==> config.mk <==
export PLATFORM = sky130hd
export DESIGN_NAME = pc_fetch_flat
export DESIGN_NICKNAME = d
export VERILOG_FILES = /design/src/rtl/pc_fetch_if.sv /design/src/rtl/pc_fetch.sv /design/src/flat_wrapper.sv
export SDC_FILE = /design/constraint.sdc
export NUM_CORES = 1
export LEC_CHECK = 0
export ABC_CLOCK_PERIOD_IN_PS = 7000
export CAP_MARGIN = 20
export CORE_MARGIN = 2
export CORE_UTILIZATION = 52
export CTS_CLUSTER_SIZE = 16
export DETAILED_ROUTE_END_ITERATION = 6
export PLACE_DENSITY = 0.93
export SETUP_SLACK_MARGIN = 0.2
export SLEW_MARGIN = 25
export SYNTH_ARGS = -nofsm -noshare
export SYNTH_HDL_FRONTEND = slang
export SYNTH_SLANG_ARGS = --single-unit
==> constraint.sdc <==
create_clock -name clk -period 7 [get_ports clk]
set_input_delay 1.4 -clock clk [delete_from_list [all_inputs] [get_ports clk]]
set_output_delay 1.4 -clock clk [all_outputs]
set_load 0.01 [all_outputs]
==> src/rtl/pc_fetch_if.sv <==
// Fetch-stage bundle: control from decode/execute in, PC and status out.
// The master modport belongs to pc_fetch; the slave modport to whoever drives its controls.
interface pc_fetch_if #(
    parameter int unsigned tamanho = 32
);
    logic               stall;
    logic               branch_taken;
    logic [tamanho-1:0] branch_offset;
    logic               jump;
    logic [25:0]        jump_target;
    logic               jr;
    logic [tamanho-1:0] jr_addr;
    logic               halt_req;
    logic [tamanho-1:0] Address;
    logic [tamanho-1:0] pc_plus4;
    logic               running;
    logic               fault;
    logic [tamanho-1:0] fault_pc;
    logic [31:0]        fetch_count;

    modport master (
        input  stall, branch_taken, branch_offset, jump, jump_target, jr, jr_addr, halt_req,
        output Address, pc_plus4, running, fault, fault_pc, fetch_count
    );

    modport slave (
        output stall, branch_taken, branch_offset, jump, jump_target, jr, jr_addr, halt_req,
        input  Address, pc_plus4, running, fault, fault_pc, fetch_count
    );
endinterface

==> src/rtl/pc_fetch.sv <==
// Program counter and fetch sequencer: next-PC select, target validation,
// boot/run/halt/fault control and a count of PC advances.
module pc_fetch #(
    parameter int unsigned       tamanho       = 32,
    parameter int unsigned       enderecamento = 10,
    parameter logic [tamanho-1:0] PC_RESET     = '0
) (
    input logic        clk,
    input logic        reset,
    pc_fetch_if.master bus
);

    typedef enum logic [1:0] {Boot, Run, Halted, Fault} state_t;

    localparam int unsigned hi_lsb = enderecamento + 2;

    state_t             state_q, state_d;
    logic [tamanho-1:0] pc_q, pc_d;
    logic [tamanho-1:0] fault_pc_q, fault_pc_d;
    logic [31:0]        fetch_count_q, fetch_count_d;
    logic [tamanho-1:0] pc_plus4;
    logic [tamanho-1:0] candidate;
    logic               cand_valid;

    assign pc_plus4 = pc_q + tamanho'(4);

    always_comb begin
        if (bus.jr) begin
            candidate = bus.jr_addr;
        end else if (bus.jump) begin
            candidate = {pc_plus4[tamanho-1 -: 4], bus.jump_target, 2'b00};
        end else if (bus.branch_taken) begin
            candidate = pc_plus4 + (bus.branch_offset << 2);
        end else begin
            candidate = pc_plus4;
        end
    end

    // Word aligned and inside the instruction memory; the 0xFFFF_FFFC wrap lands here too.
    assign cand_valid = (candidate[1:0] == 2'b00) && ((candidate >> hi_lsb) == '0);

    always_comb begin
        state_d       = state_q;
        pc_d          = pc_q;
        fault_pc_d    = fault_pc_q;
        fetch_count_d = fetch_count_q;
        unique case (state_q)
            Boot: state_d = Run;
            Run: begin
                if (!bus.stall) begin
                    if (bus.halt_req) begin
                        state_d = Halted;
                    end else if (!cand_valid) begin
                        state_d    = Fault;
                        fault_pc_d = candidate;
                    end else begin
                        pc_d          = candidate;
                        fetch_count_d = fetch_count_q + 32'd1;
                    end
                end
            end
            Halted: state_d = Halted;
            Fault:  state_d = Fault;
            default: state_d = Boot;
        endcase
    end

    always_ff @(posedge clk or posedge reset) begin
        if (reset) begin
            state_q       <= Boot;
            pc_q          <= PC_RESET;
            fault_pc_q    <= '0;
            fetch_count_q <= '0;
        end else begin
            state_q       <= state_d;
            pc_q          <= pc_d;
            fault_pc_q    <= fault_pc_d;
            fetch_count_q <= fetch_count_d;
        end
    end

    assign bus.Address     = pc_q;
    assign bus.pc_plus4    = pc_plus4;
    assign bus.running     = (state_q == Run);
    assign bus.fault       = (state_q == Fault);
    assign bus.fault_pc    = fault_pc_q;
    assign bus.fetch_count = fetch_count_q;

endmodule

==> src/flat_wrapper.sv <==
// flat-port wrapper written by rule: the top's interface ports become plain ports
module pc_fetch_flat 
#(
    parameter int unsigned       tamanho       = 32,
    parameter int unsigned       enderecamento = 10,
    parameter logic [tamanho-1:0] PC_RESET     = '0
)
  (clk, reset, bus_stall, bus_branch_taken, bus_branch_offset, bus_jump, bus_jump_target, bus_jr, bus_jr_addr, bus_halt_req, bus_Address, bus_pc_plus4, bus_running, bus_fault, bus_fault_pc, bus_fetch_count);
  pc_fetch_if #(.tamanho(tamanho)) bus_i ();
  input logic clk;
  input logic reset;
  input wire logic [$bits(bus_i.stall)-1:0] bus_stall;
  input wire logic [$bits(bus_i.branch_taken)-1:0] bus_branch_taken;
  input wire logic [$bits(bus_i.branch_offset)-1:0] bus_branch_offset;
  input wire logic [$bits(bus_i.jump)-1:0] bus_jump;
  input wire logic [$bits(bus_i.jump_target)-1:0] bus_jump_target;
  input wire logic [$bits(bus_i.jr)-1:0] bus_jr;
  input wire logic [$bits(bus_i.jr_addr)-1:0] bus_jr_addr;
  input wire logic [$bits(bus_i.halt_req)-1:0] bus_halt_req;
  output wire logic [$bits(bus_i.Address)-1:0] bus_Address;
  output wire logic [$bits(bus_i.pc_plus4)-1:0] bus_pc_plus4;
  output wire logic [$bits(bus_i.running)-1:0] bus_running;
  output wire logic [$bits(bus_i.fault)-1:0] bus_fault;
  output wire logic [$bits(bus_i.fault_pc)-1:0] bus_fault_pc;
  output wire logic [$bits(bus_i.fetch_count)-1:0] bus_fetch_count;
  assign bus_i.stall = bus_stall;
  assign bus_i.branch_taken = bus_branch_taken;
  assign bus_i.branch_offset = bus_branch_offset;
  assign bus_i.jump = bus_jump;
  assign bus_i.jump_target = bus_jump_target;
  assign bus_i.jr = bus_jr;
  assign bus_i.jr_addr = bus_jr_addr;
  assign bus_i.halt_req = bus_halt_req;
  assign bus_Address = bus_i.Address;
  assign bus_pc_plus4 = bus_i.pc_plus4;
  assign bus_running = bus_i.running;
  assign bus_fault = bus_i.fault;
  assign bus_fault_pc = bus_i.fault_pc;
  assign bus_fetch_count = bus_i.fetch_count;
  pc_fetch #(.tamanho(tamanho), .enderecamento(enderecamento), .PC_RESET(PC_RESET)) u_core (.clk(clk), .reset(reset), .bus(bus_i));
endmodule
# Word level (Yosys, flattened, before mapping)
# Index checks and enable logic that the tools add are counted.
[word_totals] regBits=98 in_bits=97 out_inout_bits=130 word_cells=29
[op_classes] add_sub_neg=3 eq_ne=5 muxes=7 bitwise_logic=3 n_reduce_logical=7
[ops] op="2-to-1 mux 32 bit" n=3
[ops] op="adder 32 x 1 -> 32 bit (second input constant)" n=1
[ops] op="adder 32 x 3 -> 32 bit (second input constant)" n=1
[ops] op="adder 32 bit" n=1
[ops] op="zero test 32 bit" n=1
[ops] op="one-hot mux 2 bit (4 select lines)" n=1
[ops] op="AND reduction 4 bit" n=2
[ops] op="2-to-1 mux 2 bit" n=3
[ops] op="equality test 2 bit (second input constant)" n=2
[ops] op="zero test 2 bit" n=2
[ops] op="inequality test 3 bit (second input constant)" n=1
[ops] op="NOT 1 bit" n=3
[ops] op="equality test 2 x 1 -> 1 bit (second input constant)" n=1
[ops] op="inequality test 2 bit (second input constant)" n=1
[ops] op="AND reduction 2 bit" n=1
[ops] op="logical AND 1 bit" n=1

# Longest topological paths before layout
[logic_depth] ltp_word=11 mapped_depth=21 ltp_nobuf=17

# Worst setup path after synthesis
# Ideal clock, no wire load.
[synth_path] path_type="in2reg" from="input bus_branch_offset[0]" to="register u_core.fetch_count_q[25] (netlist: u_core.bus.fetch_count[25])" setup_time_ns=0.127 t_arrival_ns=4.978 required_ns=6.873 path_slack_ns=1.895 stages=15 n_path_buf=2 cell_sequence="ha_1 -> fa_1 -> a211oi_2 -> o21ai_2 -> nor4b_1 -> nor4b_2 -> o311ai_1 -> or4b_1 -> a2111oi_0 -> and4bb_1 -> buf_4 -> nand2_2 -> buf_6 -> or4_4 -> xnor2_2"
[synth_via] elab_chain_cells=7
[synth_lines] item="from (decl)" line="flat_wrapper.sv:14" rtl="input wire logic [$bits(bus_i.branch_offset)-1:0] bus_branch_offset;"
[synth_lines] item="adder 32 bit" line="pc_fetch.sv:33" rtl="candidate = pc_plus4 + (bus.branch_offset << 2);"
[synth_lines] item="2-to-1 mux 32 bit" line="pc_fetch.sv:32" rtl="end else if (bus.branch_taken) begin"
[synth_lines] item="2-to-1 mux 32 bit" line="pc_fetch.sv:30" rtl="end else if (bus.jump) begin"
[synth_lines] item="2-to-1 mux 32 bit" line="pc_fetch.sv:28" rtl="if (bus.jr) begin"
[synth_lines] item="zero test 32 bit" line="pc_fetch.sv:40" rtl="assign cand_valid = (candidate[1:0] == 2'b00) && ((candidate >> hi_lsb) == '0);"
[synth_lines] item="logical AND 1 bit" line="pc_fetch.sv:40"
[synth_lines] item="AND reduction 4 bit (no source line)"
[synth_lines] item="to (signal assigned)" line="pc_fetch.sv:78" rtl="fetch_count_q <= fetch_count_d;"
[synth_lines] item="to (decl)" line="pc_fetch.sv:20" rtl="logic [31:0] fetch_count_q, fetch_count_d;"
# No other way between the ends.
# A chain may end at the register's enable or synchronous reset.

# Worst setup path in the final report
[layout_path] from="register u_core.pc_q[4] (netlist: u_core.bus.Address[4])" to="register u_core.pc_q[4] (netlist: u_core.bus.Address[4])"
[layout_via] elab_chain_cells=8
[layout_lines] item="from (decl)" line="pc_fetch.sv:18" rtl="logic [tamanho-1:0] pc_q, pc_d;"
[layout_lines] item="from (signal assigned)" line="pc_fetch.sv:76" rtl="pc_q <= pc_d;"
[layout_lines] item="adder 32 x 3 -> 32 bit (*)" line="pc_fetch.sv:25" rtl="assign pc_plus4 = pc_q + tamanho'(4);"
[layout_lines] item="adder 32 bit" line="pc_fetch.sv:33"
[layout_lines] item="2-to-1 mux 32 bit" line="pc_fetch.sv:32"
[layout_lines] item="2-to-1 mux 32 bit (*)" line="pc_fetch.sv:30"
[layout_lines] item="2-to-1 mux 32 bit (*)" line="pc_fetch.sv:28"
[layout_lines] item="zero test 32 bit" line="pc_fetch.sv:40"
[layout_lines] item="logical AND 1 bit" line="pc_fetch.sv:40"
[layout_lines] item="AND reduction 4 bit (no source line)"
# Mark *: on every way between the ends. The rest lies on a longest branch, timed or not.

==> impl_metrics.xml <==
<?xml version="1.0" encoding="UTF-8"?>
<metrics>
  <group name="die">
    <metric name="design.die.area" unit="um2">15300</metric>
    <metric name="floorplan_die_width" unit="um">124</metric>
    <metric name="fp-row-count" unit="">43</metric>
    <metric name="initial_utilization" unit="%">53.6</metric>
    <metric name="core_region_area" unit="um2">13900</metric>
    <metric name="dieHeight" unit="um">124</metric>
    <metric name="pin_count" unit="">227</metric>
  </group>
  <group name="place">
    <metric name="io_buffers" unit="">224</metric>
    <metric name="dp.final_hpwl" unit="mm">20.7</metric>
    <metric name="global_placement_routability_congestion" unit="">0.943</metric>
  </group>
  <group name="yosys">
    <metric name="synth.top_cells.by_count" unit="">sky130_fd_sc_hd__dfrtp_1 (98), sky130_fd_sc_hd__nand2_1 (94), sky130_fd_sc_hd__nor2_1 (54)</metric>
    <metric name="avgSynthCellArea" unit="um2">8.60</metric>
    <metric name="synthTopCellsByArea" unit="">sky130_fd_sc_hd__dfrtp_1 (33%), sky130_fd_sc_hd__ha_1 (5.7%), sky130_fd_sc_hd__mux2_2 (4.8%)</metric>
    <metric name="ys.flop_type" unit="">sky130_fd_sc_hd__dfrtp_1</metric>
    <metric name="netlist.area_leader.share" unit="%">32.9</metric>
    <metric name="post_synth_inst_count" unit="">868</metric>
    <metric name="async_flop_share" unit="%">100</metric>
    <metric name="ys_ff_latch" unit="">98</metric>
    <metric name="synthesis.area" unit="um2">7460</metric>
    <metric name="post-synth-top-count-cell" unit="">sky130_fd_sc_hd__dfrtp_1</metric>
    <metric name="yosys_warnings" unit="">0</metric>
    <metric name="synth_seq_area_share" unit="%">32.9</metric>
    <metric name="synth_cell_types" unit="">71</metric>
    <metric name="syn_nets" unit="">1000</metric>
    <metric name="synth-edff-count" unit="">0</metric>
    <metric name="synth_largest_area_cell" unit="">sky130_fd_sc_hd__dfrtp_1</metric>
  </group>
  <group name="clocking">
    <metric name="cts_setup_buffers" unit="">0</metric>
    <metric name="numCtsBuffers" unit="">9</metric>
    <metric name="cts.clk_slew.worst_paths" unit="ns">0.06</metric>
    <metric name="cts_sinks" unit="">98</metric>
    <metric name="cts_tree" unit="">built</metric>
    <metric name="clk_root_buffer_cell" unit="">sky130_fd_sc_hd__clkbuf_16</metric>
    <metric name="htree_num_levels" unit="">3</metric>
    <metric name="ctsResizeCount" unit="">0</metric>
    <metric name="clockBufferDepth" unit="">2</metric>
    <metric name="ctsHoldBuffers" unit="">0</metric>
    <metric name="clock_latency" unit="ns">0.35</metric>
  </group>
  <group name="layout">
    <metric name="share_of_post_route_cells_with_drive_strength_above_1" unit="%">7.84</metric>
    <metric name="nFillCells" unit="">1027</metric>
    <metric name="synthToLayoutAreaGrowth" unit="%">35.4</metric>
    <metric name="design.final.nets" unit="">1198</metric>
    <metric name="diodes" unit="">0</metric>
  </group>
  <group name="critical_path">
    <metric name="nature_of_the_critical_path_startpoint" unit="">register</metric>
    <metric name="cp_common_cell" unit="">sky130_fd_sc_hd__buf_4</metric>
    <metric name="timing_worst_setup_path_type" unit="">register to register</metric>
    <metric name="worstPathArrival" unit="ns">6.32</metric>
    <metric name="worst-path-max-fanout" unit="">29</metric>
    <metric name="worstPathRequired" unit="ns">7.22</metric>
    <metric name="cpMaxStageDelayCell" unit="">sky130_fd_sc_hd__dfrtp_1</metric>
    <metric name="worst_setup_path_end_kind" unit="">register</metric>
    <metric name="max_stage_delay_on_crit_path" unit="ns">0.53</metric>
    <metric name="path_cells" unit="">nand3_1 &gt; nor2_1 &gt; and3_1 &gt; xor2_1 &gt; ha_1 &gt; a21oi_2 &gt; o21a_1 &gt; o21ai_0 &gt; nor4b_2 &gt; o311ai_1 &gt; or4b_1 &gt; a2111oi_0 &gt; and4bb_1 &gt; buf_4 &gt; nand3_2 &gt; buf_4 &gt; mux2_2</metric>
  </group>
  <group name="timing">
    <metric name="slew_headroom" unit="%">42.7</metric>
    <metric name="fmax" unit="GHz">0.164</metric>
    <metric name="period_needed" unit="ns">6.10</metric>
    <metric name="setup_viol" unit="">0</metric>
    <metric name="timing_worst_slew_pin_value" unit="ns">0.856</metric>
    <metric name="rsz_0062_raised_after_global_routing" unit="">no</metric>
    <metric name="timing.setup.tns" unit="ns">0</metric>
    <metric name="finalHoldViolations" unit="">0</metric>
    <metric name="clock_skew" unit="ns">0.00678</metric>
    <metric name="post-route-period-util" unit="%">87.1</metric>
    <metric name="final_max_tran_viols" unit="">0</metric>
  </group>
  <group name="pwr">
    <metric name="max-vdd-ir-drop" unit="V">0.000162</metric>
    <metric name="p_total" unit="mW">1.37</metric>
    <metric name="power.density" unit="nW/um2">136</metric>
    <metric name="cellLeakagePower" unit="nW">4.39</metric>
  </group>
  <group name="global_route">
    <metric name="grt_start_max_net_pins" unit="">54</metric>
    <metric name="grt-ovfl-total" unit="">0</metric>
    <metric name="vias_in_the_first_global_route" unit="">7622</metric>
    <metric name="grt_first_pass_wirelength" unit="mm">40.9</metric>
    <metric name="grt_util_all_layers" unit="%">34.8</metric>
    <metric name="grt_antenna_before_repair" unit="">0</metric>
  </group>
  <group name="run">
    <metric name="maxCapViolations" unit="">0</metric>
  </group>
  <group name="min_path">
    <metric name="hp-class" unit="">register to register</metric>
  </group>
  <group name="route">
    <metric name="drt.antenna.violating_nets" unit="">0</metric>
    <metric name="drt-total-wl" unit="mm">26.7</metric>
    <metric name="detailroute.via_count" unit="">7868</metric>
    <metric name="first_pass_iters" unit="">7</metric>
    <metric name="vias_per_cell" unit="">6.29</metric>
    <metric name="detail_route.iter0.violations" unit="">810</metric>
    <metric name="post-route-drc-count" unit="">0</metric>
    <metric name="wl_per_cell" unit="um">21.3</metric>
  </group>
  <group name="status">
    <metric name="outcome" unit="">finished, final reports clean</metric>
  </group>
</metrics>
-- worst paths after layout --
kind	from	to	slack, ns	depth (start not counted)
max	u_core.bus.Address[4]	u_core.bus.Address[4]	0.90	17
min	u_core.bus.fault_pc[20]	u_core.bus.fault_pc[20]	0.48	1
max reg2reg	u_core.bus.Address[4]	u_core.bus.Address[4]	0.90	17
min reg2reg	u_core.bus.fault_pc[20]	u_core.bus.fault_pc[20]	0.48	1
max in group asynchronous	reset	u_core.bus.fault_pc[9]	4.44	3
min in group asynchronous	reset	u_core.bus.fault_pc[3]	1.49	2
-- state kept, by name, indices dropped and copies added (netlist names) --
name / count
u_core.bus.Address: 32
u_core.bus.fetch_count: 32
u_core.bus.fault_pc: 32
u_core.state_q: 2
-- stage by stage --
stage	setup slack, ns	hold WS (ns)	util (%)	cells	cell area, um2
finish	0.903	0.480	72.5	1251	10100
global route	0.510	0.510	72.5	1251	10100
CTS	0.963	0.480	72.5	1251	10100
detailed placement	0.604	0.469	70.4	1235	9810
global placement	0.647	0.458	70.4	1235	9810
floorplan	1.90	0.470	-	868	7460
-- per-layer routing --
layer	wire length [um]	global-route usage [%]	vias to the layer above
li1	-	-	3574
met1	10600	44.5	3783
met2	12500	57.8	434
met3	2590	7.55	77
met4	941	13.2	0
met5	0	0	-
-- worst max-delay path: cells and delay by family (launching register included) --
kind,cells,cell delay (ns)
and+or+nand+nor,7,2.57
AOI/OAI and AO/OA,5,1.20
xor gates and xnor gates,1,0.38
adders and majority gates,1,0.42
DFF,1,0.53
buffers and inverters,2,0.55
muxes,1,0.31
-- kinds of logic (layout without fill, tap and decap cells) --
group,after synthesis,in the layout,share of synthesized area (%)
and+or+nand+nor,339,339,23.8
AOI/OAI and AO/OA,203,203,17.7
DFF,98,98,32.9
buffers and inverters,77,280,4.49
xor gates and xnor gates,71,71,8.43
muxes,45,45,6.69
adders and majority gates,35,35,5.97
-- cells in the final DEF (no fill, tap or decap), types with 4 or more instances in the layout --
master,instances
sky130_fd_sc_hd__or3_1,5
sky130_fd_sc_hd__and2_1,26
sky130_fd_sc_hd__o21ai_0,53
sky130_fd_sc_hd__nand3_1,31
sky130_fd_sc_hd__nor2_1,54
sky130_fd_sc_hd__inv_1,24
sky130_fd_sc_hd__nand2_1,94
sky130_fd_sc_hd__ha_1,34
sky130_fd_sc_hd__nor3_1,18
sky130_fd_sc_hd__o21a_1,9
sky130_fd_sc_hd__or2_2,4
sky130_fd_sc_hd__a21oi_1,46
sky130_fd_sc_hd__nor2b_1,6
sky130_fd_sc_hd__mux2_1,7
sky130_fd_sc_hd__a211oi_1,6
sky130_fd_sc_hd__buf_4,15
sky130_fd_sc_hd__xor2_1,34
sky130_fd_sc_hd__mux2_2,32
sky130_fd_sc_hd__nor4_1,23
sky130_fd_sc_hd__xnor2_1,36
sky130_fd_sc_hd__clkbuf_16,9
sky130_fd_sc_hd__o221ai_1,10
sky130_fd_sc_hd__and3_1,11
sky130_fd_sc_hd__a31oi_1,12
sky130_fd_sc_hd__o21ai_1,5
sky130_fd_sc_hd__clkdlybuf4s50_1,223
sky130_fd_sc_hd__mux2i_1,6
sky130_fd_sc_hd__or4_1,4
sky130_fd_sc_hd__nand4_1,30
sky130_fd_sc_hd__a22oi_1,5
sky130_fd_sc_hd__o211ai_1,4
sky130_fd_sc_hd__a21o_1,14
sky130_fd_sc_hd__nand2b_1,5
sky130_fd_sc_hd__o31ai_1,5
sky130_fd_sc_hd__dfrtp_1,98
sky130_fd_sc_hd__and4_1,11
-- final cells by class --
| cell class | instances | area (um2) | area share [%] |
|---|---|---|---|
| Multi-Input combinational cell | 693 | 4690 | 46.4 |
| Inverter | 25 | 96.3 | 0.954 |
| Tap cell | 180 | 225 | 2.23 |
| Clock buffer | 12 | 267 | 2.64 |
| Sequential cell | 98 | 2450 | 24.3 |
| Timing Repair Buffer | 239 | 2350 | 23.3 |
| Clock inverter | 4 | 25.0 | 0.248 |
-- power breakdown --
part           total [mW]  switching [mW]  internal [mW]
logic               0.292           0.148          0.144
registers           0.601          0.0137          0.588
clock network       0.482           0.213          0.269
No activity file was read; power rests on OpenSTA's default activity.
